## config.mk

```make
export PLATFORM = sky130hd
export DESIGN_NAME = btn_counter_bank_flat
export DESIGN_NICKNAME = d
export VERILOG_FILES = /design/src/rtl/btn_pkg.sv /design/src/rtl/btn_counter_bank_if.sv /design/src/rtl/btn_debounce_ch.sv /design/src/rtl/btn_counter_bank.sv /design/src/flat_wrapper.sv
export SDC_FILE = /design/constraint.sdc
export NUM_CORES = 1
export LEC_CHECK = 0
export BUFFER_PORTS_ARGS = -buffer_cell sky130_fd_sc_hd__buf_2
export CAP_MARGIN = 10
export CORE_MARGIN = 4
export CORE_UTILIZATION = 25
export DETAILED_ROUTE_END_ITERATION = 6
export PLACE_DENSITY = 0.44
export SETUP_SLACK_MARGIN = 0.15
export SYNTH_ARGS = -nofsm -noshare
export SYNTH_HDL_FRONTEND = slang
export SYNTH_SLANG_ARGS = --single-unit
```

## constraint.sdc

```tcl
create_clock -name clk -period 2.15 [get_ports clk]
set_input_delay 0.215 -clock clk [delete_from_list [all_inputs] [get_ports clk]]
set_output_delay 0.215 -clock clk [all_outputs]
set_load 0.01 [all_outputs]
```

## src/rtl/btn_pkg.sv

```systemverilog
// Shared types and helpers for the push-button counter bank.
package btn_pkg;

  // Debounce FSM states: two stable levels and two qualification states.
  typedef enum logic [1:0] {
    ZERO  = 2'd0,
    WAIT1 = 2'd1,
    ONE   = 2'd2,
    WAIT0 = 2'd3
  } db_state_t;

  // Timer width able to hold any count up to max_val, with one spare bit
  // so a compare against max_val-1 never sees a truncated constant.
  function automatic int timer_width(input int max_val);
    return $clog2(max_val) + 1;
  endfunction

  // Larger of two integers, used to size one timer shared by two limits.
  function automatic int max2(input int a, input int b);
    if (a > b) begin
      return a;
    end else begin
      return b;
    end
  endfunction

endpackage

```

## src/rtl/btn_counter_bank_if.sv

```systemverilog
// Button/counter bundle between the counter bank and its user logic.
interface btn_counter_bank_if #(
  parameter int N_CH  = 4,
  parameter int CNT_W = 4
);

  logic [N_CH-1:0]       btn_raw;
  logic [N_CH-1:0]       dir;
  logic [N_CH-1:0]       clr;
  logic [N_CH-1:0]       db_level;
  logic [N_CH-1:0]       db_tick;
  logic [N_CH*CNT_W-1:0] cnt;
  logic [N_CH-1:0]       wrap;

  // User side: drives buttons and controls, observes debounced state.
  modport master (
    output btn_raw, dir, clr,
    input  db_level, db_tick, cnt, wrap
  );

  // Counter bank side.
  modport slave (
    input  btn_raw, dir, clr,
    output db_level, db_tick, cnt, wrap
  );

endinterface

```

## src/rtl/btn_debounce_ch.sv

```systemverilog
// One button channel: 2-FF synchroniser, debounce FSM, press tick and
// long-press auto-repeat. Level and tick are registered.
module btn_debounce_ch
  import btn_pkg::*;
#(
  parameter int DB_CYCLES     = 2_000_000,
  parameter int HOLD_CYCLES   = 50_000_000,
  parameter int REPEAT_CYCLES = 10_000_000,
  parameter int REPEAT_EN     = 1
) (
  input  logic clk,
  input  logic rst_n,
  input  logic btn_raw,
  output logic level,
  output logic tick
);

  localparam int T_W = timer_width(DB_CYCLES);
  localparam int H_W = timer_width(max2(HOLD_CYCLES, REPEAT_CYCLES));

  localparam logic [T_W-1:0] T_LAST      = T_W'(DB_CYCLES - 1);
  localparam logic [H_W-1:0] H_HOLD_LAST = H_W'(HOLD_CYCLES - 1);
  localparam logic [H_W-1:0] H_REP_LAST  = H_W'(REPEAT_CYCLES - 1);
  localparam logic           REP_ON      = (REPEAT_EN != 0);

  logic           sync1_r;
  logic           sync2_r;
  db_state_t      state_r;
  db_state_t      state_s;
  logic [T_W-1:0] t_r;
  logic [T_W-1:0] t_s;
  logic [H_W-1:0] h_r;
  logic [H_W-1:0] h_s;
  logic           rep_phase_r;
  logic           rep_phase_s;
  logic           hold_done_s;
  logic           press_s;
  logic           repeat_s;
  logic           level_r;
  logic           tick_r;

  // Two-flop synchroniser; the FSM only ever looks at sync2_r.
  always_ff @(posedge clk) begin
    if (!rst_n) begin
      sync1_r <= 1'b0;
      sync2_r <= 1'b0;
    end else begin
      sync1_r <= btn_raw;
      sync2_r <= sync1_r;
    end
  end

  // Hold timer limit: first HOLD_CYCLES after a press, then REPEAT_CYCLES.
  always_comb begin
    hold_done_s = 1'b0;
    if (rep_phase_r) begin
      hold_done_s = (h_r == H_REP_LAST);
    end else begin
      hold_done_s = (h_r == H_HOLD_LAST);
    end
  end

  // Next-state logic for debounce FSM, debounce timer and hold timer.
  always_comb begin
    state_s     = state_r;
    t_s         = t_r;
    h_s         = h_r;
    rep_phase_s = rep_phase_r;
    press_s     = 1'b0;
    repeat_s    = 1'b0;
    case (state_r)
      ZERO: begin
        h_s         = '0;
        rep_phase_s = 1'b0;
        if (sync2_r) begin
          state_s = WAIT1;
          t_s     = '0;
        end else begin
          state_s = ZERO;
        end
      end
      WAIT1: begin
        if (!sync2_r) begin
          state_s = ZERO;
        end else if (t_r == T_LAST) begin
          state_s     = ONE;
          press_s     = 1'b1;
          h_s         = '0;
          rep_phase_s = 1'b0;
        end else begin
          t_s = t_r + 1'b1;
        end
      end
      ONE: begin
        if (!sync2_r) begin
          state_s = WAIT0;
          t_s     = '0;
        end else if (hold_done_s) begin
          h_s         = '0;
          rep_phase_s = 1'b1;
          repeat_s    = REP_ON;
        end else begin
          h_s = h_r + 1'b1;
        end
      end
      WAIT0: begin
        // Hold timer stays frozen here so a release bounce resumes it.
        if (sync2_r) begin
          state_s = ONE;
        end else if (t_r == T_LAST) begin
          state_s = ZERO;
        end else begin
          t_s = t_r + 1'b1;
        end
      end
      default: begin
        state_s = ZERO;
      end
    endcase
  end

  // State, timers and registered level/tick outputs.
  always_ff @(posedge clk) begin
    if (!rst_n) begin
      state_r     <= ZERO;
      t_r         <= '0;
      h_r         <= '0;
      rep_phase_r <= 1'b0;
      level_r     <= 1'b0;
      tick_r      <= 1'b0;
    end else begin
      state_r     <= state_s;
      t_r         <= t_s;
      h_r         <= h_s;
      rep_phase_r <= rep_phase_s;
      level_r     <= (state_s == ONE) || (state_s == WAIT0);
      tick_r      <= press_s | repeat_s;
    end
  end

  assign level = level_r;
  assign tick  = tick_r;

endmodule

```

## src/rtl/btn_counter_bank.sv

```systemverilog
// N-channel push-button front end: per-channel debounce/auto-repeat feeding
// a CNT_W-bit up/down counter with wrap pulse and synchronous clear.
module btn_counter_bank
  import btn_pkg::*;
#(
  parameter int N_CH          = 4,
  parameter int CNT_W         = 4,
  parameter int DB_CYCLES     = 2_000_000,
  parameter int HOLD_CYCLES   = 50_000_000,
  parameter int REPEAT_CYCLES = 10_000_000,
  parameter int REPEAT_EN     = 1
) (
  input  logic               clk,
  input  logic               rst_n,
  btn_counter_bank_if.slave  bus
);

  localparam logic [CNT_W-1:0] CNT_MAX  = {CNT_W{1'b1}};
  localparam logic [CNT_W-1:0] CNT_ZERO = {CNT_W{1'b0}};

  logic [N_CH-1:0] level_s;
  logic [N_CH-1:0] tick_s;
  logic [N_CH-1:0] wrap_s;

  genvar g;
  generate
    for (g = 0; g < N_CH; g++) begin : g_ch
      logic [CNT_W-1:0] cnt_r;
      logic             wrap_r;

      btn_debounce_ch #(
        .DB_CYCLES     (DB_CYCLES),
        .HOLD_CYCLES   (HOLD_CYCLES),
        .REPEAT_CYCLES (REPEAT_CYCLES),
        .REPEAT_EN     (REPEAT_EN)
      ) u_db (
        .clk     (clk),
        .rst_n   (rst_n),
        .btn_raw (bus.btn_raw[g]),
        .level   (level_s[g]),
        .tick    (tick_s[g])
      );

      // Counter: clear wins over a same-cycle tick; wrap flags the wrapped value.
      always_ff @(posedge clk) begin
        if (!rst_n) begin
          cnt_r  <= CNT_ZERO;
          wrap_r <= 1'b0;
        end else if (bus.clr[g]) begin
          cnt_r  <= CNT_ZERO;
          wrap_r <= 1'b0;
        end else if (tick_s[g]) begin
          if (bus.dir[g]) begin
            cnt_r  <= cnt_r - 1'b1;
            wrap_r <= (cnt_r == CNT_ZERO);
          end else begin
            cnt_r  <= cnt_r + 1'b1;
            wrap_r <= (cnt_r == CNT_MAX);
          end
        end else begin
          wrap_r <= 1'b0;
        end
      end

      assign bus.cnt[g*CNT_W +: CNT_W] = cnt_r;
      assign wrap_s[g]                 = wrap_r;
    end
  endgenerate

  assign bus.db_level = level_s;
  assign bus.db_tick  = tick_s;
  assign bus.wrap     = wrap_s;

endmodule

```

## src/flat_wrapper.sv

```systemverilog
// flat-port wrapper written by rule: the top's interface ports become plain ports
module btn_counter_bank_flat import btn_pkg::*;
#(
  parameter int N_CH          = 4,
  parameter int CNT_W         = 4,
  parameter int DB_CYCLES     = 2_000_000,
  parameter int HOLD_CYCLES   = 50_000_000,
  parameter int REPEAT_CYCLES = 10_000_000,
  parameter int REPEAT_EN     = 1
)
  (clk, rst_n, bus_btn_raw, bus_dir, bus_clr, bus_db_level, bus_db_tick, bus_cnt, bus_wrap);
  btn_counter_bank_if #(.N_CH(N_CH), .CNT_W(CNT_W)) bus_i ();
  input  logic clk;
  input  logic rst_n;
  input wire logic [$bits(bus_i.btn_raw)-1:0] bus_btn_raw;
  input wire logic [$bits(bus_i.dir)-1:0] bus_dir;
  input wire logic [$bits(bus_i.clr)-1:0] bus_clr;
  output wire logic [$bits(bus_i.db_level)-1:0] bus_db_level;
  output wire logic [$bits(bus_i.db_tick)-1:0] bus_db_tick;
  output wire logic [$bits(bus_i.cnt)-1:0] bus_cnt;
  output wire logic [$bits(bus_i.wrap)-1:0] bus_wrap;
  assign bus_i.btn_raw = bus_btn_raw;
  assign bus_i.dir = bus_dir;
  assign bus_i.clr = bus_clr;
  assign bus_db_level = bus_i.db_level;
  assign bus_db_tick = bus_i.db_tick;
  assign bus_cnt = bus_i.cnt;
  assign bus_wrap = bus_i.wrap;
  btn_counter_bank #(.N_CH(N_CH), .CNT_W(CNT_W), .DB_CYCLES(DB_CYCLES), .HOLD_CYCLES(HOLD_CYCLES), .REPEAT_CYCLES(REPEAT_CYCLES), .REPEAT_EN(REPEAT_EN)) u_core (.clk(clk), .rst_n(rst_n), .bus(bus_i));
endmodule
```

---- After elaboration in Yosys (flattened, before gate mapping) ----
Index checks and enable logic that the tools add are counted.
word-level totals
  bits in registers ....................... 244
  bits in latches ......................... 0
  RAM bits ................................ 0
  memory bits (read-only) ................. 0
  output and inout bits ................... 28
  logic and storage cells ................. 293
  memories kept ........................... 0
cells by class
  add/sub/neg operators ................... 16
  multiply operators ...................... 0
  divide/modulo/power cells ............... 0
  order comparisons ....................... 0
  eq/ne operators ......................... 64
  shift operators ......................... 0
  multiplexer cells ....................... 128
  bitwise logic cells ..................... 9
  reduce and logical (&&, ||, !) cells .... 36
operators with widths
  kind                                              count
  two-way mux 22 bit                                20
  two-way mux 27 bit                                16
  one-hot mux 22 bit (4 select lines)               4
  one-hot mux 27 bit (3 select lines)               4
  adder 27 x 1 -> 27 bit, second input constant     4
  == test 27 x 24 -> 1 bit, second input constant   4
  == test 27 x 26 -> 1 bit, second input constant   4
  adder 22 x 1 -> 22 bit, second input constant     4
  == test 22 x 21 -> 1 bit, second input constant   4
  != test 2 bit, second input constant              28
  two-way mux 1 bit                                 52
  two-way mux 2 bit                                 20
  == test 2 bit, second input constant              16
  one-hot mux 2 bit (4 select lines)                4
  AND reduction 4 bit                               8
  AND reduction 5 bit                               4
  adder 4 x 1 -> 4 bit, second input constant       4
  == test 4 bit, second input constant              4
  zero test 4 bit                                   4
  two-way mux 4 bit                                 4
  subtractor 4 x 1 -> 4 bit, second input constant  4
  one-hot mux 1 bit (3 select lines)                4
  nonzero test 3 bit                                4
  OR reduction 3 bit                                4
  other kinds (6)                                   25

---- Longest topological paths before layout ----
Gate-level depths: netlist of the first run.
  depth in word-level cells ............... 6
  gate-level depth with buffers ........... 9
  depth with buffers taken out ............ 7

---- Hierarchy ----
Synthesis of the first run repeated with hierarchy kept, for this count alone.
second synthesis, totals
  cell total of the unflattened synthesis .. 1494
  area total of the unflattened synthesis .. 12451.9 µm²
modules (own cells, without submodules)
  module                                      instances  cells each  area each (µm²)  sequential area each (µm²)
  btn_debounce_ch at u_core.g_ch[0].u_db ...  3          345         2820.2           1101.1
  btn_debounce_ch at u_core.g_ch[3].u_db      1          322         2758.9           1121.1
  btn_counter_bank                            1          137         1232.4           400.4

---- Worst setup path before layout of the first run ----
OpenSTA, ideal clock, no wires.
  path kind ............................... reg2reg
  start point ............................. register u_core.g_ch[1].u_db.h_r[10]
  end point ............................... register u_core.g_ch[1].u_db.h_r[10]
  setup time .............................. 0.115 ns
  data arrival time ....................... 2.156 ns
  required time ........................... 2.035 ns
  setup slack ............................. -0.121 ns
  stages on the path, launching flop included .. 8
  buffers on the path ..................... 2
  period minus slack after synthesis ...... 2.271 ns
  cells stage by stage .................... dfxtp_1 buf_6 or4b_1 or3_4 a2111oi_4 a31o_4 buf_6 nor2_2
between the ends
  longest elaborated chain between the ends .. 5
ends and longest elaborated chain
  item                                                            line                    text
  start, declared                                                 btn_debounce_ch.sv:32   logic [H_W-1:0] h_r;
  start signal, assigned                                          btn_debounce_ch.sv:134  h_r <= h_s;
  branches (longest 2 deep; another with adder 27 x 1 -> 27 bit)  --
  two-way mux 27 bit *                                            btn_debounce_ch.sv:98   end else if (hold_done_s) begin
  two-way mux 27 bit *                                            btn_debounce_ch.sv:95   if (!sync2_r) begin
  one-hot mux 27 bit (3 select lines) *                           btn_debounce_ch.sv:71   case (state_r)
Mark *: on every way between the ends. The select of a mux whose other input is x is not followed.
A chain may end at the register's enable or synchronous reset.

---- Final worst setup path of the first run ----
  start point ............................. register u_core.g_ch[3].u_db.t_r[9]
  end point ............................... register u_core.g_ch[3].u_db.h_r[22]
between the ends
  longest elaborated chain between the ends .. 3
ends and longest elaborated chain
  item                           line                    text
  start, declared                btn_debounce_ch.sv:30   logic [T_W-1:0] t_r;
  start signal, assigned         btn_debounce_ch.sv:133  t_r <= t_s;
  == test 22 x 21 -> 1 bit       btn_debounce_ch.sv:85   end else if (t_r == T_LAST) begin
  != test 2 bit (no line)        --
  AND reduction 4 bit (no line)  --
  end signal, assigned           btn_debounce_ch.sv:134
  end, declared                  btn_debounce_ch.sv:32
Every way passes these cells.

==> impl_metrics.csv, run 1 <==
group,metric,value,unit
global_routing,grt_usage,11.4,%
setup_path,critPathRequiredTime,2.61,ns
layout,instances_no_fill,2217,
setup_path,crit_path_start_kind,"flip-flop",
synth,synth-edff-count,0,
place,dp.cells,2089,
drt,ant_nets,0,
setup_path,critPathBufInv,4,
setup_path,path_class,"reg2reg",
setup_path,crit_slowest_cell,"or4b_4",
drt,avgViaCountPerCell,4.69,
power_and_ir_drop,pwr-share-clk,50.9,%
synth,seq_area_frac_synth,41.3,%
place,gp_congestion,0.758,
drt,vias,10400,
setup_path,crit_chain,"or4b_4, nor4_4, a41oi_2, buf_4, o21ai_4, buf_6, buf_12, buf_16, nor2_4",
synth,synthCells,1372,
setup_path,worstSetupEndpointType,"flip-flop",
synth,synth_seq_cells,244,
timing,post-route-min-period,2.26,ns
synth,syn_area,11800,um^2
power_and_ir_drop,total_power,9920,uW
synth,avgSynthCellArea,8.61,um^2
synth,ys_types,69,
layout,drive_gt1_share,30.9,%
layout,finalNetCount,1620,
timing,worstMarginPinSlew,0.736,ns
timing,setup_violations,78,
timing,fin_crit_sh,105,%
job,maxCapViolations,0,
global_routing,grt_first_pass_wirelength,49400,um
floorplanning,start_util,25.3,%
timing,fmax,443,MHz
global_routing,antenna_found_initial,0,
floorplanning,fp.dieW,225,um
synth,ys.flop_type,"dfxtp_1",
layout,fin_util,35.5,%
floorplanning,die_area,50800,um^2
drt,routed_wirelength,31200,um
timing,slew_viol_final,0,
clocking,cts.clk_slew.worst_paths,0.06,ns
layout,multiInputGateArea,7580,um^2
clocking,cts_buffer_depth,3,
clocking,root_buffer,"clkbuf_16",
power_and_ir_drop,p_leak,0.00567,uW
power_and_ir_drop,internal_power,7720,uW
timing,hold_violations,0,
power_and_ir_drop,peakVddDrop,563,uV
place,place_ws,-0.137,ns
clocking,clk_latency,0.57,ns
timing,rsz0062_at_grt,"yes",
place,numPortBuffers,41,
clocking,htree_levels,1,
layout,fillCellCount,4851,
setup_path,r2r_slack,-0.11,ns
clocking,numCtsBuffers,30,
power_and_ir_drop,seqPwrFrac,45.8,%
setup_path,cp_top_family,"simple AND/OR/NAND/NOR gates",
global_routing,overflow,0,
drt,drtIter0Drc,475,
drt,routedWlPerCell,14.1,um
timing,worst_slack,-0.107,ns
place,dpl.hpwl,19700,um
global_routing,grt_pass1_vias,9841,
layout,seq_area,4920,um^2
timing,slew_headroom,50.9,%
drt,dr.pass1.iters,5,
run_status,status,"finished with violations",
power_and_ir_drop,switchingPower,2210,uW
hold_path,hold_class,"in2reg",
power_and_ir_drop,p_comb_share,3.3,%
synth,ys_warn_count,0,
global_routing,grt_max_degree,26,
clocking,cts_tree,"yes",
floorplanning,ios,42,
floorplanning,core,46700,um^2
layout,syn2layout_area_growth,40.1,%
setup_path,max_stage_delay,0.53,ns
setup_path,cp.arrival,2.72,ns
clocking,clock_sinks,244,
drt,drc,0,
synth,synth_nets,1406,
power_and_ir_drop,swShare,22.3,%
setup_path,cp_max_fo,7,
layout,antenna_cells,0,
run_status,violations,"negative setup slack",
power_and_ir_drop,power_per_cell_area,600,nW/um^2
floorplanning,num_rows,79,
timing,fin_worst_skew,0.0155,ns
floorplanning,fp.dieH,225,um
synth,async_flop_share,0,%
==> layout make-up <==
| cell class | count | area share (%) |
|---|---|---|
| multi-input combinational | 1036 | 45.8 |
| sequential | 244 | 29.7 |
| timing repair buffer | 243 | 13.1 |
| clock buffer | 50 | 5.84 |
| tap | 607 | 4.59 |
| inverter | 31 | 0.703 |
| clock inverter | 6 | 0.272 |
==> state kept, by name, indices dropped and copies added (netlist names) <==
register,flops
u_core.g_ch.u_db.level,4
u_core.g_ch.u_db.tick,4
u_core.g_ch.cnt_r,16
u_core.g_ch.u_db.t_r,88
u_core.g_ch.u_db.sync1_r,4
u_core.g_ch.u_db.h_r,108
u_core.g_ch.wrap_r,4
u_core.g_ch.u_db.rep_phase_r,4
u_core.g_ch.u_db.state_r,8
u_core.g_ch.u_db.sync2_r,4
==> repair_timing <==
item / CTS / global route
pin swaps: 82 / 89
gates cloned: 8 / 7
gates resized for setup: 85 / 169
hold buffers: 6 / 0
buffers inserted: 29 / 22
endpoints found under the setup margin: 149 / 170
endpoints found under the hold margin: 6 / 0
==> Yosys cell counts, drive strengths merged, types with 6 or more instances <==
| cell | n | share of area (%) |
|---|---|---|
| dfxtp | 244 | 41 |
| nor2 | 224 | 7.3 |
| xor2 | 93 | 6.9 |
| nand2 | 92 | 2.9 |
| xnor2 | 89 | 6.6 |
| nand4 | 79 | 4.2 |
| nand3 | 70 | 3.0 |
| a21oi | 54 | 2.3 |
| nor3 | 50 | 2.1 |
| clkbuf | 37 | 1.2 |
| and3 | 34 | 1.8 |
| nor4 | 33 | 2.1 |
| inv | 31 | 0.98 |
| buf | 27 | 1.7 |
| o21ai | 25 | 1.2 |
| or3 | 23 | 1.3 |
| and4 | 17 | 1.3 |
| and2 | 16 | 0.85 |
| ha | 16 | 1.7 |
| nor4b | 12 | 0.89 |
| nand2b | 9 | 0.48 |
| nor3b | 9 | 0.67 |
| or4 | 9 | 0.64 |
| mux2i | 6 | 0.51 |
| nor4bb | 6 | 0.51 |
==> per-layer routing <==
layer / GRT usage [%] / part of all wire [%] / vias to the layer above
met5: 0 / 0 / -
met1: 15.7 / 49 / 4956
met4: 3.06 / 2.2 / 0
li1: - / - / 5272
met2: 18.5 / 46 / 117
met3: 1.90 / 3.2 / 48
==> power by group through the flow <==
stage | Clock (uW) | Combinational [uW] | Sequential [uW]
final | 5050 | 331 | 4540
after CTS | 5260 | 294 | 4540
after floorplan | 0 | 138 | 4640
after global placement | 0 | 235 | 4640
after detailed placement | 0 | 235 | 4640
after global routing | 5410 | 359 | 4540
==> metrics by stage <==
stage	cell area, um^2	hold slack (ns)	setup TNS [ns]
finish	16500	0.0379	-4.69
detailed placement	13700	0.426	-3.01
floorplan	12100	0.342	-0.181
global route	16500	0.0386	-11.74
CTS	15600	0.000996	-2.35
global placement	13700	0.419	-0.589
==> cell families (layout without fill, tap and decap cells) <==
kind of cell | after synthesis | count (layout) | share of synthesized area (%)
xor+xnor | 182 | 182 | 13.5
compound gates | 118 | 120 | 6.80
fa+ha+maj | 20 | 20 | 2.37
buf+inv | 95 | 330 | 3.83
flops | 244 | 244 | 41.3
simple gates | 707 | 708 | 31.7
mux | 6 | 6 | 0.508
==> worst paths after layout <==
path / from / to / cells past startpoint
worst min register to register: u_core.g_ch[2].u_db.sync1_r / u_core.g_ch[2].u_db.sync2_r / 1
worst max register to register: u_core.g_ch[3].u_db.t_r[9] / u_core.g_ch[3].u_db.h_r[22] / 9
worst min-delay path: bus_dir[1] / u_core.g_ch[1].wrap_r / 3
worst max-delay path: u_core.g_ch[3].u_db.t_r[9] / u_core.g_ch[3].u_db.h_r[22] / 9
==> tightest hold or removal path: stages <==
cell,delay [ns]
buf_2,0.14
a21oi_1,0.13
nor3b_1,0.06
==> layout by cell type (no fill, tap or decap), types with 38 or more instances in the layout <==
cell     Yosys  final
xor2_1      93     92
buf_4       15    140
nand3_1     70     59
nand2_1     91     82
a21oi_1     54     38
nand4_1     79     79
buf_2        8     42
nor2_1     214    177
xnor2_1     89     83
dfxtp_1    244    219
(Power assumes the default switching activity.)
==> run 2: changes to the inputs <==
--- a/config.mk
+++ b/config.mk
@@ -5,6 +5,7 @@
 export SDC_FILE = /design/constraint.sdc
 export NUM_CORES = 1
 export LEC_CHECK = 0
+export ABC_AREA = 1
 export BUFFER_PORTS_ARGS = -buffer_cell sky130_fd_sc_hd__buf_2
 export CAP_MARGIN = 10
 export CORE_MARGIN = 4
==> impl_metrics.csv, run 2 <==
group,metric,value,unit
run_status,status,"finished, final reports clean",
clocking,clk_latency,0.54,ns
drt,drtIter0Drc,836,
layout,final_common_cell,"nand2_1",
synth,synthCells,2452,
floorplanning,core,59100,um^2
synth,async_flop_share,0,%
floorplanning,fp.dieW,253,um
clocking,cts_tree,"yes",
floorplanning,die_area,63800,um^2
timing,fin_worst_skew,0.0204,ns
drt,drc,0,
setup_path,crit_path_start_kind,"flip-flop",
power_and_ir_drop,p_leak,0.00644,uW
timing,slew_viol_final,0,
global_routing,grt_max_degree,48,
clocking,cts.clk_slew.worst_paths,0.06,ns
setup_path,worstSetupEndpointType,"flip-flop",
drt,dr.pass1.iters,5,
timing,hold_violations,0,
synth,synthTopCellsByCount,"707 x nand2_1, 523 x nor2_1, 261 x inv_1, 244 x dfxtp_1, 187 x nand3_1",
timing,worstMarginPinSlew,0.564,ns
drt,routed_wirelength,42200,um
clocking,clock_sinks,244,
layout,reg_top3,"u_core.g_ch.u_db.h_r (108), u_core.g_ch.u_db.t_r (88), u_core.g_ch.cnt_r (16)",
floorplanning,num_rows,89,
place,numPortBuffers,41,
synth,ys.flop_type,"dfxtp_1",
synth,syn_area,15000,um^2
layout,instances_no_fill,3347,
layout,syn2layout_area_growth,19.1,%
global_routing,grt_first_pass_wirelength,69200,um
place,dpl.hpwl,30300,um
global_routing,grt_usage,12.8,%
synth,synth.area.top_cells,"dfxtp_1 33%, nand2_1 18%, nor2_1 13%",
setup_path,rr_worst_depth,11,
layout,drive_gt1_share,10.2,%
synth,synth.top_cell.area_share,32.7,%
hold_path,hold_depth,3,
floorplanning,ios,42,
job,maxCapViolations,0,
drt,vias,15000,
clocking,htree_levels,2,
timing,rsz0062_at_grt,"yes",
setup_path,critPathRequiredTime,2.56,ns
synth,synth_seq_cells,244,
floorplanning,start_util,25.3,%
synth,avgSynthCellArea,6.10,um^2
synth,yosysTopAreaCell,"dfxtp_1",
place,dp.cells,3256,
timing,fmax,546,MHz
synth,synth_nets,2486,
layout,fillCellCount,6553,
layout,largest_reg_flops,108,
drt,ant_nets,0,
global_routing,antenna_found_initial,0,
setup_path,cp_max_fo,12,
clocking,root_buffer,"clkbuf_16",
layout,antenna_cells,0,
floorplanning,fp.dieH,253,um
synth,ys_types,48,
hold_path,hold_class,"in2reg",
global_routing,grt_pass1_vias,14000,
clocking,numCtsBuffers,34,
synth,ys_warn_count,0,
layout,most-common-layout-cells,"702 x nand2_1, 516 x nor2_1, 257 x inv_1",
timing,fin_setup_tns,0,ns
power_and_ir_drop,peakVddDrop,360,uV
layout,top_register,"u_core.g_ch.u_db.h_r",
setup_path,cp.arrival,2.24,ns
timing,slew_headroom,62.0,%
global_routing,overflow,0,
clocking,cts_buffer_depth,3,
layout,finalNetCount,2585,
synth,seq_area_frac_synth,32.7,%
drt,avgViaCountPerCell,4.49,
synth,synth-edff-count,0,
timing,post-route-min-period,1.83,ns
drt,routedWlPerCell,12.6,um
timing,setup_violations,0,
synth,synth.most_common_cell,"nand2_1",
setup_path,path_class,"reg2reg",
timing,fin_crit_sh,85.1,%
power_and_ir_drop,power_per_cell_area,591,nW/um^2
place,gp_congestion,0.848,
[run 2: cell types whose count changed after synthesis, sizes merged, moves of 31 or more]
cell,change
a21oi,+75
and3,-31
xnor2,-72
nand3,+126
inv,+237
xor2,-51
nor2,+311
nand2,+621
[run 2: logic make-up after synthesis]
logic type                 Yosys count  share of synthesized area [%]
and+or+nand+nor                   1594                           45.1
AOI/OAI and AO/OA                  192                           6.89
DFF                                244                           32.7
buffers and inverters              343                           10.0
xor gates and xnor gates            59                           3.45
adders and majority gates           20                           1.87
[run 2: path summary, 6_finish.rpt]
kind                                    start                           to  slack, ns
setup / recovery   u_core.g_ch[3].u_db.t_r[1]  u_core.g_ch[3].u_db.h_r[18]       0.32
hold / removal                     bus_dir[1]        u_core.g_ch[1].wrap_r       0.06
setup reg to reg   u_core.g_ch[3].u_db.t_r[1]  u_core.g_ch[3].u_db.h_r[18]       0.32
hold reg to reg   u_core.g_ch[0].u_db.sync1_r  u_core.g_ch[0].u_db.sync2_r       0.41
[run 2: layout make-up]
class / instances / area [um^2] / share of cell area [%]
Clock inverter: 8 / 96.3 / 0.541
Inverter: 272 / 1050 / 5.88
Timing Repair inverter: 1 / 7.51 / 0.0421
Multi-Input combinational cell: 1865 / 8740 / 49.0
Tap cell: 773 / 967 / 5.43
Clock buffer: 51 / 1010 / 5.65
Timing Repair Buffer: 133 / 1060 / 5.97
Sequential cell: 244 / 4890 / 27.5
[run 2: critical path, cell delays in order (launching register included)]
cell        delay [ns]
dfxtp_1           0.36
ha_1              0.18
inv_1             0.08
nor2_4            0.15
inv_2             0.07
nor2_1            0.10
nand3_1           0.13
nand2_4           0.15
buf_12            0.16
clkinvlp_4        0.16
nand2_1           0.09
a21oi_1           0.07
[run 2: timing repair]
action,in CTS,in global routing
gates cloned,0,4
hold buffers,8,0
setup buffers,4,16
endpoints found under the hold margin,20,0
setup endpoints to repair,8,162
gates resized for setup,1,68
pin swaps,1,14
[run 2: per-stage QoR]
| stage | setup WS [ns] | cell area, um^2 | power [uW] | util [%] | hold slack, ns |
|---|---|---|---|---|---|
| CTS | 0.151 | 17400 | 10800 | 29.4 | 0.0269 |
| global route | 0.110 | 17800 | 11000 | 30.1 | 0.0585 |
| detailed placement | 0.0806 | 16100 | 4960 | 27.3 | 0.408 |
| floorplan | 0.389 | 15000 | 4840 | - | 0.313 |
| global placement | 0.159 | 16100 | 4950 | 27.3 | 0.408 |
| finish | 0.320 | 17800 | 10500 | 30.1 | 0.0620 |
[run 2: metal layers]
| layer | up-vias | share of wire, % | GRT usage [%] |
|---|---|---|---|
| met3 | 38 | 4.2 | 2.40 |
| met4 | 0 | 1.8 | 3.01 |
| met1 | 6853 | 48 | 17.1 |
| li1 | 7932 | - | - |
| met5 | - | 0 | 0 |
| met2 | 221 | 46 | 21.5 |
[run 2: where the power goes]
group,switching (uW),internal [uW],total [uW]
combinational,235,116,351
clock,2160,3460,5620
sequential,10.4,4540,4550
total,2410,8120,10500
==> run 3: changes to the inputs <==
--- a/config.mk
+++ b/config.mk
@@ -8,6 +8,7 @@
 export ABC_AREA = 1
 export BUFFER_PORTS_ARGS = -buffer_cell sky130_fd_sc_hd__buf_2
 export CAP_MARGIN = 10
+export CORE_ASPECT_RATIO = 1.5
 export CORE_MARGIN = 4
 export CORE_UTILIZATION = 25
 export DETAILED_ROUTE_END_ITERATION = 6
==> impl_metrics.csv, run 3 (synthesis results as in run 2) <==
group,metric,value,unit
run_status,status,"finished, final reports clean",
timing,fmax,530,MHz
job,maxCapViolations,0,
setup_path,critPathRequiredTime,2.60,ns
power_and_ir_drop,total_power,9740,uW
layout,largest_reg_flops,108,
place,numPortBuffers,41,
power_and_ir_drop,p_leak,0.00647,uW
place,dpl.hpwl,32600,um
setup_path,worstSetupEndpointType,"flip-flop",
floorplanning,fp.dieH,308,um
clocking,cts_tree,"yes",
timing,setup_violations,0,
hold_path,hold_class,"in2reg",
floorplanning,core,59100,um^2
clocking,root_buffer,"clkbuf_16",
timing,hold_violations,0,
clocking,htree_levels,1,
drt,dr.pass1.iters,7,
place,gp_congestion,0.867,
power_and_ir_drop,peakVddDrop,370,uV
setup_path,cp_max_fo,6,
global_routing,grt_max_degree,48,
layout,reg_top3,"u_core.g_ch.u_db.h_r (108), u_core.g_ch.u_db.t_r (88), u_core.g_ch.cnt_r (16)",
global_routing,antenna_found_initial,0,
layout,fillCellCount,6630,
floorplanning,die_area,63900,um^2
drt,drtIter0Drc,775,
timing,slew_viol_final,0,
setup_path,cp.arrival,2.33,ns
clocking,cts_buffer_depth,3,
global_routing,grt_usage,13.3,%
layout,final_common_cell,"nand2_1",
global_routing,grt_pass1_vias,15000,
clocking,cts.clk_slew.worst_paths,0.06,ns
global_routing,overflow,0,
drt,routed_wirelength,44100,um
global_routing,grt_first_pass_wirelength,72800,um
clocking,clk_latency,0.56,ns
timing,rsz0062_at_grt,"yes",
setup_path,r2r_slack,0.26,ns
timing,post-route-min-period,1.89,ns
drt,routedWlPerCell,13.1,um
layout,most-common-layout-cells,"699 x nand2_1, 511 x nor2_1, 258 x inv_1",
setup_path,crit_path_start_kind,"flip-flop",
floorplanning,fp.dieW,208,um
layout,finalNetCount,2601,
timing,fin_setup_tns,0,ns
layout,top_register,"u_core.g_ch.u_db.h_r",
floorplanning,ios,42,
timing,slew_headroom,58.3,%
drt,avgViaCountPerCell,4.54,
layout,antenna_cells,0,
layout,drive_gt1_share,11.1,%
floorplanning,num_rows,109,
clocking,numCtsBuffers,28,
drt,vias,15300,
layout,syn2layout_area_growth,19.0,%
drt,ant_nets,0,
power_and_ir_drop,power_per_cell_area,547,nW/um^2
drt,drc,0,
floorplanning,start_util,25.3,%
timing,worstMarginPinSlew,0.625,ns
timing,fin_crit_sh,87.7,%
timing,fin_worst_skew,0.0216,ns
setup_path,path_class,"reg2reg",
clocking,clock_sinks,244,
[run 3: changes by cell type in the layout (fill, tap and decap cells not counted), sizes merged]
cell	before	now
buf	122	145
clkbuf	54	40
clkinv	7	13
inv	266	265
[run 3: routing by layer]
layer	vias to the layer above	GRT usage (%)	share of wire [%]
li1	7960	-	-
met1	6984	14.7	41
met2	255	26.3	53
met3	82	1.36	3.1
met4	0	4.31	2.8
met5	-	0	0
[run 3: through the flow]
step	hold WS (ns)	instance area [um^2]	setup slack (ns)	util [%]	std cells
floorplan	0.313	15000	0.389	-	2452
global placement	0.407	16300	0.0112	27.6	3282
detailed placement	0.400	16300	0.0551	27.6	3282
CTS	0.00983	17400	0.132	29.5	3345
finish	0.0569	17800	0.264	30.2	3365
global route	0.0636	17800	0.135	30.2	3365
[run 3: what timing repair did]
item,CTS,global route
endpoints found under the hold margin,20,0
pin swaps,2,10
resized for setup,13,63
buffers inserted,3,18
hold buffers,8,0
setup endpoints to repair,25,153
gates cloned,1,2
[run 3: worst max-delay path, stage by stage (launching register included)]
cell and delay [ns]:
dfxtp_4 0.36, ha_4 0.13, nand2_1 0.06, nor2_2 0.16, nand3_2 0.11, nor2_4 0.12, nand3_1 0.10, nand2_2 0.12
nand2_2 0.08, nand2_2 0.07, buf_4 0.13, clkinvlp_4 0.18, nand2_1 0.12, nor2_1 0.04
[run 3: final cells by class]
type	instances	area (um^2)	area share, %
clock buffers	38	800	4.49
clock inverters	13	118	0.660
inverters	272	1040	5.85
multi-input cells	1865	8720	49.0
flip-flops and latches	244	4900	27.5
well taps	777	972	5.46
repair buffers	155	1250	7.00
repair inverters	1	7.51	0.0422
[run 3: path summary, 6_finish.rpt]
path,to,cells after the start,startpoint
setup / recovery,u_core.g_ch[0].u_db.h_r[12],13,u_core.g_ch[0].u_db.t_r[1]
hold / removal,u_core.g_ch[1].wrap_r,3,bus_dir[1]
setup reg to reg,u_core.g_ch[0].u_db.h_r[12],13,u_core.g_ch[0].u_db.t_r[1]
hold reg to reg,u_core.g_ch[0].u_db.sync2_r,2,u_core.g_ch[0].u_db.sync1_r
[run 3: power breakdown]
part / total, uW / internal, uW / switching, uW
logic: 357 / 121 / 236
clock network: 4840 / 2830 / 2010
registers: 4540 / 4530 / 11.6
total: 9740 / 7480 / 2260
